### src/rtl/fetch_pkg.sv
// Shared definitions for the instruction-fetch stage.
//   fetch_state_e : fetch FSM states (RUN fetches sequentially, DROP waits out
//                   a response that a redirect has made stale)
//   fetch_entry_t : layout of one prefetch-buffer entry at the default 32/32
//                   widths; the top packs {pc, instr} in this same order
//   WORD_INC      : PC step between sequential fetches (one 32-bit word)
package fetch_pkg;

    typedef enum logic [0:0] {
        ST_RUN  = 1'b0,
        ST_DROP = 1'b1
    } fetch_state_e;

    typedef struct packed {
        logic [31:0] pc;
        logic [31:0] instr;
    } fetch_entry_t;

    localparam int unsigned WORD_INC = 4;

endpackage

### src/rtl/fetch_fifo.sv
// Synchronous prefetch FIFO with single-cycle flush.
// Ports:
//   clk, rst_n      : clock, asynchronous active-low reset
//   push, push_data : write one entry (caller never pushes when full)
//   pop             : drop the head entry (caller never pops when empty)
//   flush           : empty the FIFO; overrides push and pop in the same cycle
//   count           : number of valid entries, 0..DEPTH
//   head            : oldest entry, forced to zero while empty
module fetch_fifo #(
    parameter int WIDTH = 64,
    parameter int DEPTH = 4,
    localparam int PTR_W = $clog2(DEPTH),
    localparam int CNT_W = $clog2(DEPTH + 1)
) (
    input  logic             clk,
    input  logic             rst_n,
    input  logic             push,
    input  logic [WIDTH-1:0] push_data,
    input  logic             pop,
    input  logic             flush,
    output logic [CNT_W-1:0] count,
    output logic [WIDTH-1:0] head
);

    logic [WIDTH-1:0] mem [DEPTH];
    logic [PTR_W-1:0] wr_ptr;
    logic [PTR_W-1:0] rd_ptr;

    // DEPTH is a power of two, so the pointers wrap naturally.
    always_ff @(posedge clk or negedge rst_n) begin
        if (!rst_n) begin
            wr_ptr <= '0;
            rd_ptr <= '0;
            count  <= '0;
        end else if (flush) begin
            wr_ptr <= '0;
            rd_ptr <= '0;
            count  <= '0;
        end else begin
            if (push) wr_ptr <= wr_ptr + 1'b1;
            if (pop)  rd_ptr <= rd_ptr + 1'b1;
            case ({push, pop})
                2'b10:   count <= count + 1'b1;
                2'b01:   count <= count - 1'b1;
                default: count <= count;
            endcase
        end
    end

    // Storage needs no reset: the head is masked until an entry is written.
    always_ff @(posedge clk) begin
        if (push && !flush) mem[wr_ptr] <= push_data;
    end

    assign head = (count != '0) ? mem[rd_ptr] : '0;

endmodule

### src/rtl/fetch_unit.sv
// Instruction-fetch stage: owns the PC, issues sequential word fetches over a
// req/ack handshake, buffers {pc, instr} in a prefetch FIFO and presents the
// head to decode over valid/ready. A taken branch flushes the buffer and
// restarts fetch at the (word-aligned) target; a response still owed for a
// request issued before the redirect is absorbed in DROP.
// Ports:
//   clk, rst_n                        : clock, asynchronous active-low reset
//   imem_req, imem_addr               : fetch request and word address
//   imem_ack, imem_data               : request accepted, data valid same cycle
//   br_taken, br_target               : redirect strobe and target
//   instr_valid, instr_ready          : decode handshake
//   instr, instr_pc, instr_pcplus4    : head instruction, its address, address+4
//
// state | meaning
// RUN   | fetching at pc whenever the buffer has room
// DROP  | replaying the stale request at req_addr until its ack, data dropped
module fetch_unit
    import fetch_pkg::*;
#(
    parameter int               ADDR_W   = 32,
    parameter int               INSTR_W  = 32,
    parameter int               DEPTH    = 4,
    parameter logic [ADDR_W-1:0] RESET_PC = '0
) (
    input  logic               clk,
    input  logic               rst_n,
    output logic               imem_req,
    output logic [ADDR_W-1:0]  imem_addr,
    input  logic               imem_ack,
    input  logic [INSTR_W-1:0] imem_data,
    input  logic               br_taken,
    input  logic [ADDR_W-1:0]  br_target,
    output logic               instr_valid,
    input  logic               instr_ready,
    output logic [INSTR_W-1:0] instr,
    output logic [ADDR_W-1:0]  instr_pc,
    output logic [ADDR_W-1:0]  instr_pcplus4
);

    localparam int CNT_W   = $clog2(DEPTH + 1);
    localparam int ENTRY_W = ADDR_W + INSTR_W;
    localparam logic [CNT_W-1:0]  FULL_CNT = CNT_W'(DEPTH);
    localparam logic [ADDR_W-1:0] INC      = ADDR_W'(WORD_INC);
    localparam logic [ADDR_W-1:0] ALIGN    = ~ADDR_W'(3);

    fetch_state_e        state;
    logic [ADDR_W-1:0]   pc;
    logic [ADDR_W-1:0]   req_addr;
    logic [ADDR_W-1:0]   target;
    logic [CNT_W-1:0]    count;
    logic [ENTRY_W-1:0]  head;
    logic                push;
    logic                pop;

    assign target = br_target & ALIGN;

    // Gating with rst_n drops the request the moment reset asserts and lets
    // it rise in the first cycle after release without waiting for an edge.
    assign imem_req  = rst_n && ((state == ST_DROP) || (count != FULL_CNT));
    assign imem_addr = (state == ST_DROP) ? req_addr : pc;

    assign push = (state == ST_RUN) && imem_req && imem_ack && !br_taken;
    assign pop  = instr_valid && instr_ready && !br_taken;

    always_ff @(posedge clk or negedge rst_n) begin
        if (!rst_n) begin
            state    <= ST_RUN;
            pc       <= RESET_PC;
            req_addr <= RESET_PC;
        end else begin
            case (state)
                ST_RUN: begin
                    if (br_taken) begin
                        pc <= target;
                        // The memory still owes a response for the old pc.
                        if (imem_req && !imem_ack) begin
                            req_addr <= pc;
                            state    <= ST_DROP;
                        end
                    end else if (push) begin
                        pc <= pc + INC;
                    end
                end
                ST_DROP: begin
                    if (br_taken) pc <= target;
                    if (imem_ack) state <= ST_RUN;
                end
                default: state <= ST_RUN;
            endcase
        end
    end

    fetch_fifo #(
        .WIDTH (ENTRY_W),
        .DEPTH (DEPTH)
    ) u_fifo (
        .clk       (clk),
        .rst_n     (rst_n),
        .push      (push),
        .push_data ({pc, imem_data}),
        .pop       (pop),
        .flush     (br_taken),
        .count     (count),
        .head      (head)
    );

    assign instr_valid   = (count != '0);
    assign instr_pc      = head[ENTRY_W-1:INSTR_W];
    assign instr         = head[INSTR_W-1:0];
    assign instr_pcplus4 = instr_valid ? instr_pc + INC : '0;

endmodule

### config.mk
export PLATFORM = sky130hd
export DESIGN_NAME = fetch_unit
export DESIGN_NICKNAME = d
export VERILOG_FILES = /design/src/rtl/fetch_pkg.sv /design/src/rtl/fetch_fifo.sv /design/src/rtl/fetch_unit.sv
export SDC_FILE = /design/constraint.sdc
export NUM_CORES = 1
export LEC_CHECK = 0
export BUFFER_PORTS_ARGS = -buffer_cell sky130_fd_sc_hd__buf_2
export CORE_MARGIN = 5
export CORE_UTILIZATION = 58
export DETAILED_ROUTE_END_ITERATION = 6
export PLACE_DENSITY = 0.88
export RECOVER_POWER = 25
export SLEW_MARGIN = 20
export SYNTH_ARGS = -nofsm -noshare
export SYNTH_HDL_FRONTEND = slang
export SYNTH_SLANG_ARGS = --single-unit
### constraint.sdc
create_clock -name clk -period 3.9 [get_ports clk]
set_input_delay 0.585 -clock clk [delete_from_list [all_inputs] [get_ports clk]]
set_output_delay 0.585 -clock clk [all_outputs]
set_load 0.02 [all_outputs]
# ---- Word level (Yosys, flattened, before mapping)
# Memories as Yosys holds them, arrays and structs flattened.
# Index checks and enable logic that the tools add are counted.
dict set report word_totals {
  reg_bits 72
  mem_bits_rw 256
  input_bits 69
  out_inout_bits 130
  elab_cells 55
  n_memories 1
}
# memory depth word_bits read_ports rd_ports_with_merged_regs write_ports line
set mem_list {}
lappend mem_list {u_fifo.mem 4 64 1 0 1 fetch_fifo.sv:25} ;# logic [WIDTH-1:0] mem [DEPTH];
dict set report classes {
  addsub 6
  eq_ne 5
  n_mux 19
  n_bitwise 1
  reduce_logical 17
}
# cell n
set op_table {}
lappend op_table {{two-way mux 32 bit} 5}
lappend op_table {{adder 32 x 3 -> 32 bit, second input constant} 2}
lappend op_table {{two-way mux 64 bit} 1}
lappend op_table {{case mux 32 bit (2 select lines)} 1}
lappend op_table {{logical AND 1 bit} 8}
lappend op_table {{two-way mux 2 bit} 4}
lappend op_table {{case mux 3 bit (2 select lines)} 1}
lappend op_table {{nonzero test 3 bit} 2}
lappend op_table {{two-way mux 1 bit} 5}
lappend op_table {{adder 2 x 1 -> 2 bit, second input constant} 2}
lappend op_table {{nonzero test 2 bit} 2}
lappend op_table {{adder 3 x 1 -> 3 bit, second input constant} 1}
lappend op_table {{two-way mux 3 bit} 1}
lappend op_table {{inequality test 3 x 2 -> 1 bit, second input constant} 1}
lappend op_table {{inequality test 3 bit, second input constant} 1}
lappend op_table {{AND reduction 3 bit} 1}
lappend op_table {{subtractor 3 x 1 -> 3 bit, second input constant} 1}
lappend op_table {{equality test 2 x 1 -> 1 bit, second input constant} 1}
lappend op_table {{equality test 2 bit, second input constant} 1}
lappend op_table {{zero test 1 bit} 2}
lappend op_table {{inequality test 2 bit, second input constant} 1}
lappend op_table {{case mux 1 bit (2 select lines)} 1}
lappend op_table {{AND reduction 2 bit} 1}
lappend op_table {{logical OR 1 bit} 1}
lappend op_table {{NOT 1 bit} 1}

# ---- Logic depth before layout (Yosys ltp)
dict set report logic_depth {
  ltp_word 9
  ltp_mapped 10
  depth_no_buf 9
}

# ---- By module
# Synthesis repeated with hierarchy kept, for this count alone.
dict set report unflattened {
  cells_unflattened 906
  area_unflattened_um2 14234.9
}
# mod instances cells_per_inst area_per_inst_um2 seq_area_each_um2
set modules_own_cells {}
lappend modules_own_cells {fetch_fifo 1 446 10088.4 7862.5}
lappend modules_own_cells {fetch_unit 1 460 4146.5 1526.5}

# ---- Worst setup path after synthesis
# Ideal clock, no wire load.
dict set report synth_path {
  kind {flip-flop to output port}
  startpoint {register u_fifo.count[0]}
  endpoint {output instr_pcplus4[24]}
  t_arrival_ns 2.812
  t_required_ns 3.315
  slack_ns 0.503
  stages_incl_launch_ff 11
  n_path_buf 3
  cell_sequence {dfrtp_1 nor3_1 inv_1 clkbuf_1 clkbuf_1 and2_1 ha_1 nand4_1 clkbuf_1 nor3_1 mux2_1}
}
dict set report synth_between {
  elab_chain_cells 4
}
# item line
set synth_lines {}
lappend synth_lines {{start, declared} fetch_fifo.sv:21} ;# output logic [CNT_W-1:0] count,
lappend synth_lines {{start signal, assigned} fetch_fifo.sv:43} ;# 2'b10: count <= count + 1'b1;
lappend synth_lines {{start signal, assigned} fetch_fifo.sv:44} ;# 2'b01: count <= count - 1'b1;
lappend synth_lines {{start signal, assigned} fetch_fifo.sv:45} ;# default: count <= count;
lappend synth_lines {{nonzero test 3 bit} fetch_fifo.sv:55} ;# assign head = (count != '0) ? mem[rd_ptr] : '0;
lappend synth_lines {{two-way mux 64 bit} fetch_fifo.sv:55}
lappend synth_lines {{named net instr_pc[2]} fetch_unit.sv:36} ;# output logic [ADDR_W-1:0] instr_pc,
lappend synth_lines {{adder 32 x 3 -> 32 bit} fetch_unit.sv:110} ;# assign instr_pcplus4 = instr_valid ? instr_pc + INC : '0;
lappend synth_lines {{two-way mux 32 bit} fetch_unit.sv:110}
lappend synth_lines {{end, declared} fetch_unit.sv:37} ;# output logic [ADDR_W-1:0] instr_pcplus4
# The timed path passes the listed nets, and every way through them passes these cells.

# ---- Worst setup path after layout
dict set report layout_path {
  startpoint {register u_fifo.rd_ptr[0]}
  endpoint {output instr_pcplus4[23]}
}
dict set report layout_between {
  elab_chain_cells 4
}
# item line
set layout_lines {}
lappend layout_lines {{start, declared} fetch_fifo.sv:27} ;# logic [PTR_W-1:0] rd_ptr;
lappend layout_lines {{start signal, assigned} fetch_fifo.sv:41} ;# if (pop) rd_ptr <= rd_ptr + 1'b1;
lappend layout_lines {{memory (4 x 64 bit)} n/a}
lappend layout_lines {{two-way mux 64 bit} fetch_fifo.sv:55}
lappend layout_lines {{adder 32 x 3 -> 32 bit} fetch_unit.sv:110}
lappend layout_lines {{two-way mux 32 bit} fetch_unit.sv:110}
# No other way between the ends.

==> impl_metrics.csv <==
group,metric,value,unit
status,outcome,"finished, violations left",
status,violations,"setup timing",
global_route,use_met1,0.349,
power,seqPwrFrac,0.363,
routing,avgViaCountPerCell,6.40,
logic_synthesis,syn_area,0.0142,mm2
place,dpl_worst_slack,298,ps
global_route,grt_start_max_net_pins,63,
routing,dr.pass1.iters,5,
critical_path,critPathCaptureType,"output pin",
sta,maxSlewHeadroom,0.442,
power,combPwrFrac,0.391,
sta,hold_violations,0,
global_route,use_met2,0.412,
logic_synthesis,synthFlopType,"edfxtp_1",
power,clockPowerShare,0.246,
floorplan,die-area,0.0277,mm2
critical_path,worst-r2r-cell-count,9,
power,p_leak,6.23,nW
floorplan,die_y,166,um
final_layout,area_delta_synth_final,20.3,%
power,switching_share,0.367,
logic_synthesis,syn_avg_cell_area,15.3,um2
logic_synthesis,synth-async-reset-ratio,0.215,
place,io_buffers,190,
global_route,grt_busiest_layer,"met2",
clock_network,clk_pin_slew,60,ps
logic_synthesis,synth.area.top_cells,"edfxtp_1, dfrtp_1, mux4_2",
floorplan,io_pins,199,
sta,rsz0062_at_grt,"true",
critical_path,reg2reg_to,"u_fifo.count[2]$_DFFE_PN0P_",
routing,dr_total_vias,9593,
critical_path,r2r-start,"u_fifo.count[2]$_DFFE_PN0P_",
global_route,grt_pass1_vias,9444,
place,globalplace.congestion,0.888,
sta,clock.fmax,0.250,GHz
floorplan,initial_core_util,0.586,
critical_path,critPathRequiredTime,3310,ps
clock_network,root_buffer,"clkbuf_16",
clock_network,cts_tree,"built",
global_route,grtUsageTotal,0.252,
power,powerDensity,712,mW/mm2
final_layout,drive_gt1_frac,0.371,
worst_hold_path,hold_path.class,"primary input to flop",
run,drv_cap,0,
sta,clock_skew,11.4,ps
routing,wire_per_inst,24.2,um
worst_hold_path,hold_depth,2,
logic_synthesis,synth_cell_types,61,
global_route,antenna_found_initial,1,
sta,tns,-598,ps
routing,drt_iter0_markers,1197,
clock_network,htreeDepth,1,
logic_synthesis,synth_top_area_frac,0.525,
power,internal_power,7.70,mW
logic_synthesis,syn_inst,927,
clock_network,cts.path.max_buffers,3,
final_layout,final_nets,1226,
worst_hold_path,hold_end,"pc[2]$_DFFE_PN0P_",
critical_path,path_class,"flop to output pin",
sta,final.min_clock_period,4010,ps
critical_path,startpoint_type,"flop",
power,vdd_ir_drop_max,0.000508,V
final_layout,utilization,0.706,
logic_synthesis,yosysWarnings,0,
logic_synthesis,seq_area_frac_synth,0.645,
sta,tightestPinTransition,830,ps
global_route,grt_pass1_wl,55100,um
routing,ant_nets,0,
power,power,12.2,mW
critical_path,cp_data_arrival_time,3420,ps
critical_path,ff2ff_setup_slack,1170,ps
logic_synthesis,synth_edf_count,248,
sta,slew_viol_final,0,
global_route,overflow,0,
final_layout,final_area,0.0171,mm2
clock_network,cts.sinks,316,
routing,post-route-drc-count,0,
clock_network,cts_made_buffers,31,
sta,setup_violations,11,
sta,setup_ws,-107,ps
logic_synthesis,synth.ff_latch_count,316,
critical_path,cp_max_fo,6,
place,hpwlAfterDp,21700,um
floorplan,core-area,0.0242,mm2
floorplan,rows,57,
floorplan,die_w,166,um
worst_hold_path,min-delay-start,"br_target[2]",
sta,fin_crit_sh,1.03,
power,netSwitchingPower,4.46,mW
place,place_area,0.0155,mm2
global_route,globalRouteMet3Util,0.0498,
clock_network,clk_latency,550,ps
routing,drt_wl_total,36300,um
logic_synthesis,yosysTopAreaCell,"edfxtp_1",
==> logic make-up (layout without fill, tap and decap cells) <==
logic type                 count (synthesis)  after routing  share of synthesized area
muxes                                    136            136                      0.162
and+or+nand+nor                          251            252                     0.0961
xor gates and xnor gates                  13             13                    0.00803
other                                      1              7                   0.000264
buffers and inverters                     78            319                     0.0266
AOI/OAI and AO/OA                        125            125                     0.0549
adders and majority gates                  7              7                    0.00671
DFF                                      316            316                      0.645
==> routing by layer <==
metal	wire length (um)	share of wire
met4	1040	0.029
met3	3780	0.10
met2	17700	0.49
met1	13800	0.38
met5	0	0
==> state kept, by name (all words and copies together) (netlist names) <==
signal,cells
u_fifo.rd_ptr,2
req_addr,30
pc,30
u_fifo.mem,248
state,1
u_fifo.wr_ptr,2
u_fifo.count,3
==> critical path: stages, from the launching register on <==
cell     delay [ps]
dfrtp_4         560
mux4_1          540
nand3_1         170
or4_4           570
buf_4           160
or4_1           520
a21oi_2         190
buf_6           140
==> worst max path at each step <==
stage	to	from	slack (ps)	cells past startpoint
after floorplan	instr_pcplus4[24]	u_fifo.count[0]$_DFFE_PN0P_	500	10
after global placement	instr_pcplus4[31]	u_fifo.rd_ptr[0]$_DFFE_PN0P_	340	6
after detailed placement	instr_pcplus4[27]	u_fifo.rd_ptr[0]$_DFFE_PN0P_	300	6
after CTS	instr_pcplus4[15]	u_fifo.rd_ptr[0]$_DFFE_PN0P_	-20	9
after global routing	instr_pcplus4[23]	u_fifo.rd_ptr[0]$_DFFE_PN0P_	-150	7
final	instr_pcplus4[23]	u_fifo.rd_ptr[0]$_DFFE_PN0P_	-110	7
==> stage by stage <==
step	hold WS [ps]	instances
after floorplan	289	932
after global routing	268	1499
after detailed placement	487	1412
final	273	1499
after global placement	479	1412
after CTS	233	1492
==> cell usage after synthesis (all sizes together) (7+ instances only) <==
master and number:
a21oi 43, and2 74, buf 24, clkbuf 38, dfrtp 68, edfxtp 248, inv 16, mux2 66
mux4 66, nand2 47, nand3 16, nand4 18, nor2 47, nor3 10, nor4 8, o21ai 32
o22ai 7, o31ai 11, or4 10, xor2 8
==> cell type report <==
type                            count  area [um2]
Sequential cell                   316        9160
Timing Repair Buffer              246        1520
Inverter                           16        62.6
Clock inverter                     12         114
Clock buffer                       45         918
Fill cell                        1478        7110
Tap cell                          324         405
Multi-Input combinational cell    539        4890
Antenna cell                        1        2.50
==> cell usage in the layout (no fill, tap or decap), types with 5 or more instances in the layout <==
cell / synthesis / routed
a21oi_1: 43 / 35
a21oi_2: 0 / 6
and2_1: 74 / 70
and4_1: 5 / 5
buf_12: 2 / 7
buf_2: 8 / 147
buf_4: 7 / 44
buf_6: 2 / 12
clkbuf_1: 38 / 38
clkbuf_16: 0 / 31
clkbuf_8: 0 / 9
conb_1: 1 / 6
dfrtp_1: 68 / 65
edfxtp_1: 248 / 248
ha_1: 6 / 5
inv_1: 16 / 15
mux2_2: 58 / 60
mux2_4: 0 / 5
mux4_2: 58 / 62
nand2_1: 46 / 45
nand3_1: 16 / 16
nand4_1: 17 / 17
nor2_1: 47 / 46
nor3_1: 10 / 6
o21ai_0: 32 / 32
o22ai_1: 7 / 7
o31ai_1: 11 / 10
or4_4: 1 / 9
xnor2_1: 5 / 5
xor2_1: 8 / 8
==> timing repair <==
action	in CTS	in global routing
endpoints found under the hold margin	6	0
hold buffers	1	0
gates cloned	1	0
setup endpoints to repair	21	19
gates resized for setup	41	44
pin swaps	4	12
setup buffers	21	6
==> power by group through the flow <==
stage	logic, mW	registers [mW]	clock network (mW)
floorplan	3.00	4.29	0
global placement	4.09	4.46	0
detailed placement	4.19	4.51	0
CTS	4.56	4.39	3.02
global route	5.05	4.44	3.17
finish	4.75	4.41	2.99
Power figures use the tool's default switching activity.
